===== config.mk =====
export PLATFORM = sky130hd
export DESIGN_NAME = univ_shift_reg
export DESIGN_NICKNAME = d
export VERILOG_FILES = /design/src/rtl/shift_pkg.sv /design/src/rtl/univ_shift_cnt.sv /design/src/rtl/univ_shift_reg.sv
export SDC_FILE = /design/constraint.sdc
export NUM_CORES = 1
export LEC_CHECK = 0
export CAP_MARGIN = 20
export CORE_MARGIN = 3
export CORE_UTILIZATION = 61
export DETAILED_ROUTE_END_ITERATION = 16
export DONT_BUFFER_PORTS = 1
export PLACE_DENSITY = 0.89
export SLEW_MARGIN = 30
export SYNTH_ARGS = -nofsm -noshare
export SYNTH_HDL_FRONTEND = slang
export SYNTH_HIERARCHICAL = 1
export SYNTH_SLANG_ARGS = --single-unit
export TNS_END_PERCENT = 5

===== constraint.sdc =====
create_clock -name clk -period 1.7 [get_ports clk]
set_clock_uncertainty 0.2 [all_clocks]
set_input_delay 0.34 -clock clk [delete_from_list [all_inputs] [get_ports clk]]
set_output_delay 0.34 -clock clk [all_outputs]
set_load 0.01 [all_outputs]

===== src/rtl/shift_pkg.sv =====
// Shared types and next-state helper for the universal shift register.
// next_val works on MAXN-wide vectors; callers pass their real N and W.
package shift_pkg;

    localparam int MAXN = 64;

    typedef enum logic [2:0] {
        HOLD = 3'b000,
        SHR  = 3'b001,
        SHL  = 3'b010,
        LOAD = 3'b011,
        ROR  = 3'b100,
        ROL  = 3'b101,
        ASR  = 3'b110,
        CLR  = 3'b111
    } mode_t;

    function automatic logic [MAXN-1:0] next_val(
        input mode_t           m,
        input logic [MAXN-1:0] r,
        input logic [MAXN-1:0] s_in_l,
        input logic [MAXN-1:0] s_in_r,
        input logic [MAXN-1:0] d,
        input int              n,
        input int              w
    );
        logic [MAXN-1:0] v;
        v = '0;
        for (int i = 0; i < MAXN; i++) begin
            if (i < n) begin
                case (m)
                    SHR:     v[i] = (i + w < n) ? r[i + w] : s_in_l[i + w - n];
                    SHL:     v[i] = (i >= w) ? r[i - w] : s_in_r[i];
                    LOAD:    v[i] = d[i];
                    ROR:     v[i] = r[(i + w) % n];
                    ROL:     v[i] = r[(i + n - w) % n];
                    ASR:     v[i] = (i + w < n) ? r[i + w] : r[n - 1];
                    CLR:     v[i] = 1'b0;
                    default: v[i] = r[i];
                endcase
            end
        end
        return v;
    endfunction

endpackage


===== src/rtl/univ_shift_cnt.sv =====
// Saturating shift counter with a one-cycle pulse when the word completes.
module shift_cnt #(
    parameter int MAX = 8,
    parameter int CW  = 4
) (
    input  logic          clk,
    input  logic          rst,
    input  logic          en,
    input  logic          clr,
    input  logic          inc,
    output logic [CW-1:0] cnt,
    output logic          done
);

    logic [CW-1:0] cnt_q, cnt_d;
    logic          done_q, done_d;

    always_comb begin
        cnt_d  = cnt_q;
        done_d = 1'b0;
        if (en) begin
            if (clr) begin
                cnt_d = '0;
            end else if (inc && cnt_q != CW'(MAX)) begin
                cnt_d  = cnt_q + 1'b1;
                done_d = (cnt_q == CW'(MAX - 1));
            end
        end
    end

    always_ff @(posedge clk or posedge rst) begin
        if (rst) begin
            cnt_q  <= '0;
            done_q <= 1'b0;
        end else begin
            cnt_q  <= cnt_d;
            done_q <= done_d;
        end
    end

    assign cnt  = cnt_q;
    assign done = done_q;

endmodule


===== src/rtl/univ_shift_reg.sv =====
// Parametrised universal shift register: lane shifts, rotates, ASR, load, clear,
// plus a count of shifts since the last load and a word-done pulse.
module univ_shift_reg
    import shift_pkg::*;
#(
    parameter int N = 8,
    parameter int W = 1
) (
    input  logic                       clk,
    input  logic                       rst,
    input  logic                       en,
    input  mode_t                      ctrl,
    input  logic [W-1:0]               s_in_l,
    input  logic [W-1:0]               s_in_r,
    input  logic [N-1:0]               d,
    output logic [N-1:0]               q,
    output logic [W-1:0]               s_out_r,
    output logic [W-1:0]               s_out_l,
    output logic [$clog2(N/W+1)-1:0]   cnt,
    output logic                       done
);

    localparam int WORDS = N / W;
    localparam int CW    = $clog2(WORDS + 1);

    generate
        if (W < 1 || W >= N || (N % W) != 0 || N > MAXN) begin : g_bad_params
            $error("univ_shift_reg: illegal N/W combination");
        end
    endgenerate

    logic [N-1:0] r_q, r_d;
    logic         is_shift;
    logic         is_clr;

    always_comb begin
        r_d = N'(next_val(ctrl, MAXN'(r_q), MAXN'(s_in_l),
                          MAXN'(s_in_r), MAXN'(d), N, W));
    end

    always_ff @(posedge clk or posedge rst) begin
        if (rst) begin
            r_q <= '0;
        end else if (en) begin
            r_q <= r_d;
        end
    end

    always_comb begin
        is_shift = 1'b0;
        is_clr   = 1'b0;
        case (ctrl)
            SHR, SHL, ROR, ROL, ASR: is_shift = 1'b1;
            LOAD, CLR:               is_clr   = 1'b1;
            default:                 ;
        endcase
    end

    shift_cnt #(
        .MAX (WORDS),
        .CW  (CW)
    ) u_cnt (
        .clk  (clk),
        .rst  (rst),
        .en   (en),
        .clr  (is_clr),
        .inc  (is_shift),
        .cnt  (cnt),
        .done (done)
    );

    assign q       = r_q;
    assign s_out_r = r_q[W-1:0];
    assign s_out_l = r_q[N-1:N-W];

endmodule


==> metrics.cfg <==
[setup_path]
path_delay_family=flip-flops
crit_arrival_ns=1.47
end_kind=flop
r2r_setup_slack_ns=0.20
worst-path-buf-inv=1
max_stage_delay_ns=0.48
required_ns=1.67
path_cells=inv_1 -> ha_1 -> nand2_1 -> o211ai_1 -> o22ai_1
cp_slowest_cell=dfrtp_1
r2r-start=u_cnt/cnt[1]$_DFFE_PP0P_
cp-start-kind=flop
reg2reg_depth=5
criticalPathCategory=reg -> reg
crit_fanout=5
r2r-end=u_cnt/cnt[1]$_DFFE_PP0P_

[layout]
nFillCells=103
fin_util_pct=69.9
fin_nets=137
stdcell_count=133
layout_commonest_cell=dfrtp_1
design_area_um2=990
drive_gt1_share_pct=9.32
area_delta_synth_final_pct=0.127
antenna-diode-count=0
layout_common_cells=dfrtp_1 (13), nand2_1 (12), o21ai_0 (11)

[sta]
rsz0062_at_grt=false
finalSetupViolCount=0
max_freq_mhz=666
hold_slack_ns=0.00888
slew_headroom_pct=78.3
min_period_ns=1.50
finalMaxSlewViolations=0
fin_setup_tns_ns=0
finalHoldViolCount=0
fin_crit_sh_pct=88.3
setup_ws_ns=0.199
tightest_slew_ns=0.322

[worst_hold_path]
worstHoldPathType=in -> reg
hold_path_depth=2
worstHoldEndpoint=u_cnt/done$_DFF_PP0_
worstHoldStart=en

[die]
ioPinCount=31
die_area_mm2=0.00214
initial_core_util_pct=69.8
fp.coreArea_mm2=0.00142
die-width_um=46.3
die_y_um=46.3
row_count=13

[drt]
wire_per_inst_um=17.2
ant_nets=0
routed_wl_um=2290
first_pass_iters=5
drc=0
vias=869
routed_via_density=6.53
drt_first_iter_violations=22

[cts]
numCtsBuffers=3
clk_latency_ns=0.29
clockRootBuffer=clkbuf_4
cts_buffer_depth=2
cts.repair.resized=0
htreeDepth=1
cts_tree=done
clock_sinks=13
clk_pin_slew_worst_paths_ns=0.09

[global_routing]
globalRouteOverflowTotal=0
antenna_found_initial=0
grt_max_degree=23
grt_pass1_vias=774
grt_use_total_pct=23.8
grt_pass1_wl_um=3550

[pwr]
power_density_mw_per_mm2=913
power_uw=904
p_leak_nw=0.429
peakVddDrop_mv=0.448

[synth]
seq_area_frac_synth_pct=32.9
yosysWarnings=6
synth_area_um2=988
yosysUniqueCellTypes=39
syn_inst=119
ys_ff_latch=13
synthFlopType=dfrtp_1
avgSynthCellArea_um2=8.31
synth_edf_count=0
synthArstFlopShare_pct=100
syn_nets=137

[placement]
gp_congestion=0.854
post-place-ws_ns=0.154
place_hpwl_um=1690
place_area_um2=943
place_inst=127
portBuffers=0

[job]
cap_violations=0

[run_status]
status=complete, no violations

metal layers:
metal / share of wire [%] / GRT usage [%] / vias up
met3: 12 / 7.81 / 4
li1: - / - / 422
met2: 45 / 34.9 / 54
met5: 0 / 0 / -
met1: 42 / 31.3 / 389
met4: 1.5 / 11.4 / 0
power breakdown:
part | switching, mW | internal, mW
Clock | 0.111 | 0.0913
Sequential | 0.128 | 0.363
Combinational | 0.108 | 0.101
worst max path at each step:
stage	from	endpoint	slack, ns	depth (start not counted)
CTS	u_cnt/cnt[1]$_DFFE_PP0P_	u_cnt/cnt[1]$_DFFE_PP0P_	0.21	5
floorplan	ctrl[1]	u_cnt/cnt[3]$_DFFE_PP0P_	0.09	6
global route	u_cnt/cnt[1]$_DFFE_PP0P_	u_cnt/cnt[0]$_DFFE_PP0P_	0.11	5
detailed placement	ctrl[2]	u_cnt/cnt[3]$_DFFE_PP0P_	0.15	5
finish	u_cnt/cnt[1]$_DFFE_PP0P_	u_cnt/cnt[1]$_DFFE_PP0P_	0.20	5
global placement	ctrl[2]	u_cnt/cnt[3]$_DFFE_PP0P_	0.19	5
cell families after synthesis:
kind of cell	share of synthesized area (%)
adder cells (fa/ha/maj)	2.53
buffers and inverters	11.4
AO/OA/AOI/OAI	24.4
flip-flops	32.9
XOR/XNOR	2.66
AND/OR/NAND/NOR	25.1
multiplexers	1.01
layout make-up:
type                    count  area, µm²  share of cell area, %
clock buffers               4       26.3                   2.65
inverters                   9       33.8                   3.41
multi-input cells          88        551                   55.6
flip-flops and latches     13        325                   32.9
well taps                  15       18.8                   1.90
repair buffers              4       35.0                   3.54
sequential cells by signal (all words and copies together) (netlist names):
name and flops:
q 8, u_cnt/cnt 4, u_cnt/done 1
synthesized netlist by cell type (all sizes together) (3+ instances only):
| cell | count | share of area, % |
|---|---|---|
| o21ai | 17 | 8.6 |
| nand2 | 14 | 6.3 |
| dfrtp | 13 | 33 |
| buf | 9 | 8.0 |
| inv | 9 | 3.4 |
| nor2 | 8 | 3.0 |
| nand2b | 5 | 3.9 |
| a21oi | 4 | 2.0 |
| a221oi | 3 | 2.7 |
| nor2b | 3 | 2.9 |
| nor3 | 3 | 1.5 |
| nor3b | 3 | 2.3 |
| o31ai | 3 | 2.3 |
what timing repair did:
action,in CTS,in global routing
buffers inserted,0,0
hold buffers,2,0
endpoints found under the hold margin,14,0
worst reg2reg max path, delay by kind of cell, from the launching register on:
family,cells,cell delay [ns]
AO/OA/AOI/OAI,2,0.34
flip-flops,1,0.48
buffers and inverters,1,0.13
AND/OR/NAND/NOR,1,0.07
adder cells (fa/ha/maj),1,0.17
Note: power is estimated with default switching activity, not from simulation.
==> RTL edit 1, RTL diff (same settings) <==
Change the parameter `N` from 8 to 16.
--- a/src/rtl/univ_shift_reg.sv
+++ b/src/rtl/univ_shift_reg.sv
@@ -3,7 +3,7 @@
 module univ_shift_reg
     import shift_pkg::*;
 #(
-    parameter int N = 8,
+    parameter int N = 16,
     parameter int W = 1
 ) (
     input  logic                       clk,
Interface: changed (resized cnt, d and q); port bits go from 31 to 48. The function was not compared with the original's and may differ.
==> RTL edit 1 against the unedited design <==
Power is 92% higher; non-clock buffer count increased by 9; combinational power up 150%; count of clock-buffer cells in the layout down 1; sequential cell count is 9 higher; design area is 74% higher; sequential share of layout area down 0.82 points; the flow now finishes with violations (negative setup slack); routed wire length up 78%; highest routed layer unchanged; critical endpoint is now u_cnt/cnt[0]$_DFFE_PP0P_; synthesized area is 61% higher; setup slack lost 0.22 ns; first-iteration DRC count grew to 6.8 times the old value; die area grew 52%; maximum frequency down 13%.
==> RTL edit 1: results (changes against the unedited design) <==
status finished, violations left (was complete, no violations); failing checks negative setup slack; Finished Layout Cells 212 (was 133); Data buffer area share 5.972% (was 3.540%); Iteration-0 DRC Markers 150 (was 22); hold path start s_in_r (was en); R2R depth 5 (unchanged); sequential share of power 46.8% (was 54.4%); drt wl/cell 19.25 um (was 17.19 um); area of the multi-input gates 928.4 um2 (was 550.5 um2); Finish-stage setup viols 2 (was 0); Final GP Congestion 0.8494 (was 0.8535); P_leak 0.7023 nW (was 0.4291 nW); Clock buf/inv share 3.059% (was 2.655%); placed wire-length estimate 2825 um (was 1691 um); die area 0.003249 mm2 (was 0.002140 mm2); clock-pin slew on the worst setup and hold paths 0.13 ns (was 0.09 ns); Final TNS setup -0.02760 ns (was 0 ns); reg2reg start u_cnt/cnt[0]$_DFFE_PP0P_ (was u_cnt/cnt[1]$_DFFE_PP0P_); Distinct cells, synth 44 (was 39); vias in the first global route 1,374 (was 774); multi-input gates 132 (was 88); initial antenna violation count 0 (unchanged); pre-CTS setup slack 0.02534 ns (was 0.1539 ns); largest net degree at the start of global routing 31 (was 23); Final WS setup -0.02176 ns (was 0.1985 ns); post-synthesis sequential area ratio 34.70% (was 32.91%); Synth Net Count 209 (was 137); layout cell share with drive strength beyond 1 19.02% (was 9.322%); Int Power 1.129 mW (was 556.0 uW); maximum VDD drop 0.0008097 V (was 0.0004483 V); Non-CTS inverters 13 (was 9); worst-skew pair later-pin latency 0.31 ns (was 0.29 ns); Tot GR Track Use 24.63% (was 23.84%); commonest cells in the netlist 22 x dfrtp_1, 19 x o21ai_0, 14 x nand2_1 (was 13 x dfrtp_1, 12 x nand2_1, 11 x o21ai_0); first-pass GRT wire length 6437 um (was 3546 um); dominant cells by area after synthesis dfrtp_1 35%, o21ai_0 6.0%, a222oi_1 4.4%, o21ai_1 4.1%, buf_4 3.3% (was dfrtp_1 33%, o21ai_0 5.6%, buf_4 4.6%, nand2_1 4.6%, buf_6 3.4%); crit path max fanout 4 (was 5); clock buffers 3 (was 4); via density per instance 6.948 (was 6.534); CP endpoint u_cnt/cnt[0]$_DFFE_PP0P_ (was u_cnt/cnt[1]$_DFFE_PP0P_); sequential cell count 22 (was 13); Hold EP q[0]$_DFFE_PP0P_ (was u_cnt/done$_DFF_PP0_); Power Total 1.735 mW (was 903.9 uW); PD cells 1010 mW/mm2 (was 913.3 mW/mm2); # fillers 163 (was 103); Placed Cells 201 (was 127); Fin Hold WS 0.01649 ns (was 0.008880 ns); H-tree lvl count 1 (unchanged); Clock power frac 23.3% (was 22.4%); Sequential Area 550.5 um2 (was 325.3 um2); dpl cell area 0.001563 mm2 (was 943.4 um2); synthesized area per cell 8.717 um2 (was 8.306 um2); max reg flops 16 (was 8); slew margin rel. 57.11% (was 78.33%)
-- RTL edit 1: critical path, cell delays in order, from the launching register on --
cell and delay (ns):
dfrtp_1 0.45, buf_4 0.15, buf_4 0.12, buf_4 0.14
or4_1 0.51, o21ai_1 0.09
-- RTL edit 1: repair_timing --
action                                 CTS  global route
resized for setup                        1             8
endpoints found under the hold margin   27             0
hold buffers                             2             0
setup buffers                            1             4
setup endpoints to repair                1             5
pin swaps                                0             4
-- RTL edit 1: kinds of logic after synthesis --
family                     share of synthesized area, %
adders and majority gates                         2.366
AOI/OAI and AO/OA                                 30.13
DFF                                               34.70
buffers and inverters                             10.41
and+or+nand+nor                                   20.82
xor gates and xnor gates                          1.578
-- RTL edit 1: routing by layer --
| metal | routed length (um) | global-route usage [%] | vias up |
|---|---|---|---|
| met5 | 0 | 0 | - |
| met4 | 65 | 9.272 | 0 |
| met3 | 396 | 4.072 | 6 |
| met2 | 2015 | 39.97 | 88 |
| met1 | 1603 | 33.00 | 710 |
| li1 | - | - | 669 |
==> RTL edit 2, RTL diff (same flow settings) <==
Made on the original files. Put a register stage on the outputs `s_out_r` and `s_out_l`, with the module's reset. The values now appear one clock later. The other outputs are not delayed to match.
--- a/src/rtl/univ_shift_reg.sv
+++ b/src/rtl/univ_shift_reg.sv
@@ -70,8 +70,15 @@
     );
 
     assign q       = r_q;
-    assign s_out_r = r_q[W-1:0];
-    assign s_out_l = r_q[N-1:N-W];
+    always_ff @(posedge clk or posedge rst) begin
+        if (rst) begin
+            s_out_r <= '0;
+            s_out_l <= '0;
+        end else begin
+            s_out_r <= r_q[W-1:0];
+            s_out_l <= r_q[N-1:N-W];
+        end
+    end
 
 endmodule
 
Formal check against the unedited RTL: not equivalent (a bounded check fails within 4 cycles, from zero or initial values and one cycle with rst high).
==> RTL edit 2 against the unedited design <==
Maximum frequency decreased by 2.6%; count of clock-buffer cells in the layout down 1; core utilization shrank 1.4 points; design area increased by 8.0%; die area increased by 4.9%; synthesized area up 5.7%; setup slack got worse by 0.040 ns; first-iteration DRC count is 18% higher; critical path depth down 1; global-route usage fell by 0.55 points; sequential cell count increased by 2; routed wire length is 4.0% higher; highest routed layer unchanged; power grew 9.2%.
==> RTL edit 2: results (changes against the unedited design) <==
Tot GR Track Use 23.29% (was 23.84%); pre-CTS setup slack 0.09706 ns (was 0.1539 ns); Data buffer area share 2.342% (was 3.540%); dominant cells by area after synthesis dfrtp_1 36%, o21ai_0 4.8%, inv_1 4.0%, ha_1 3.6%, a21oi_1 3.4% (was dfrtp_1 33%, o21ai_0 5.6%, buf_4 4.6%, nand2_1 4.6%, buf_6 3.4%); Placed Cells 132 (was 127); WL final 2378 um (was 2286 um); met2 WL 1051 um (was 1027 um); multi-input combinational area share 53.86% (was 55.63%); sequential cell count 15 (was 13); Int Power 621.6 uW (was 556.0 uW); largest net degree at the start of global routing 22 (was 23); multi-input gates 87 (was 88); slew margin rel. 71.01% (was 78.33%); Compound-Gate Fraction of Synth Area 27.66% (was 24.43%); Non-CTS inverters 12 (was 9); 1st-pass router iterations 4 (was 5); Seq area share 35.13% (was 32.87%); Iteration-0 DRC Markers 26 (was 22); Final GP Congestion 0.9541 (was 0.8535); Distinct cells, synth 38 (was 39); crit path max fanout 4 (was 5); P_leak 0.4752 nW (was 0.4291 nW); initial antenna violation count 0 (unchanged); CP top delay family compound AO/OA/AOI/OAI gates (was flip-flops); vias in the first global route 785 (was 774); GRT met1 Usage 34.26% (was 31.26%); # fillers 120 (was 103); row cnt 14 (was 13); critical path's largest stage delay 0.44 ns (was 0.48 ns); dpl cell area 0.001031 mm2 (was 943.4 um2); status complete, no violations (unchanged); synthesized area per cell 8.634 um2 (was 8.306 um2); Post-Synth Adder-Cell Area 3.593% (was 2.532%); placed wire-length estimate 1815 um (was 1691 um); maximum VDD drop 0.0005391 V (was 0.0004483 V); Fin Hold WS 0.008610 ns (was 0.008880 ns); Non-Clock Buffer Count 3 (was 4); Clock buf/inv share 2.576% (was 2.655%); via density per instance 6.876 (was 6.534); commonest cells in the netlist 15 x dfrtp_1, 11 x inv_1, 10 x o21ai_0 (was 13 x dfrtp_1, 12 x nand2_1, 11 x o21ai_0); Max Freq 0.6488 GHz (was 0.6660 GHz); via count 942 (was 869); PD cells 923.7 mW/mm2 (was 913.3 mW/mm2); P_seq 544 uW (was 492 uW); met2 Use GR 32.62% (was 34.89%); GR Util met3 4.598% (was 7.813%); nets 141 (was 137); first-pass GRT wire length 3691 um (was 3546 um); M1 WL 1053 um (was 959 um); post-synthesis mux area share 4.311% (was 1.013%); layout cell share with drive strength beyond 1 9.091% (was 9.322%); routed wl met3 215 um (was 264 um); post-synthesis sequential area ratio 35.93% (was 32.91%); Combinational Power Share 23.7% (was 23.1%); Layout area overhead 2.275% (was 0.1266%); clock buffers 3 (was 4); Arrival @ worst endpoint 1.53 ns (was 1.47 ns); Post-Synth XOR/XNOR Area 1.677% (was 2.658%)
RTL edit 2: cell count changes in the layout (fill, tap and decap cells not counted), moves of 3 or more:
cell,before,now
a211oi_1,0,3
a21oi_1,4,7
inv_1,8,11
nand2_1,12,5
nor2_1,8,5
nor2b_1,1,5
RTL edit 2: timing repair:
action,CTS,global route
endpoints found under the hold margin,15,0
hold buffers,1,0
resized for setup,0,0
RTL edit 2: path summary, 6_finish.rpt:
kind,startpoint,to,cells past startpoint
setup / recovery,q[3]$_DFFE_PP0P_,q[4]$_DFFE_PP0P_,4
hold / removal,en,q[4]$_DFFE_PP0P_,1
setup reg to reg,q[3]$_DFFE_PP0P_,q[4]$_DFFE_PP0P_,4
hold reg to reg,q[0]$_DFFE_PP0P_,s_out_r$_DFF_PP0_,0
max in group asynchronous,rst,q[3]$_DFFE_PP0P_,2
min in group asynchronous,rst,u_cnt/cnt[3]$_DFFE_PP0P_,2
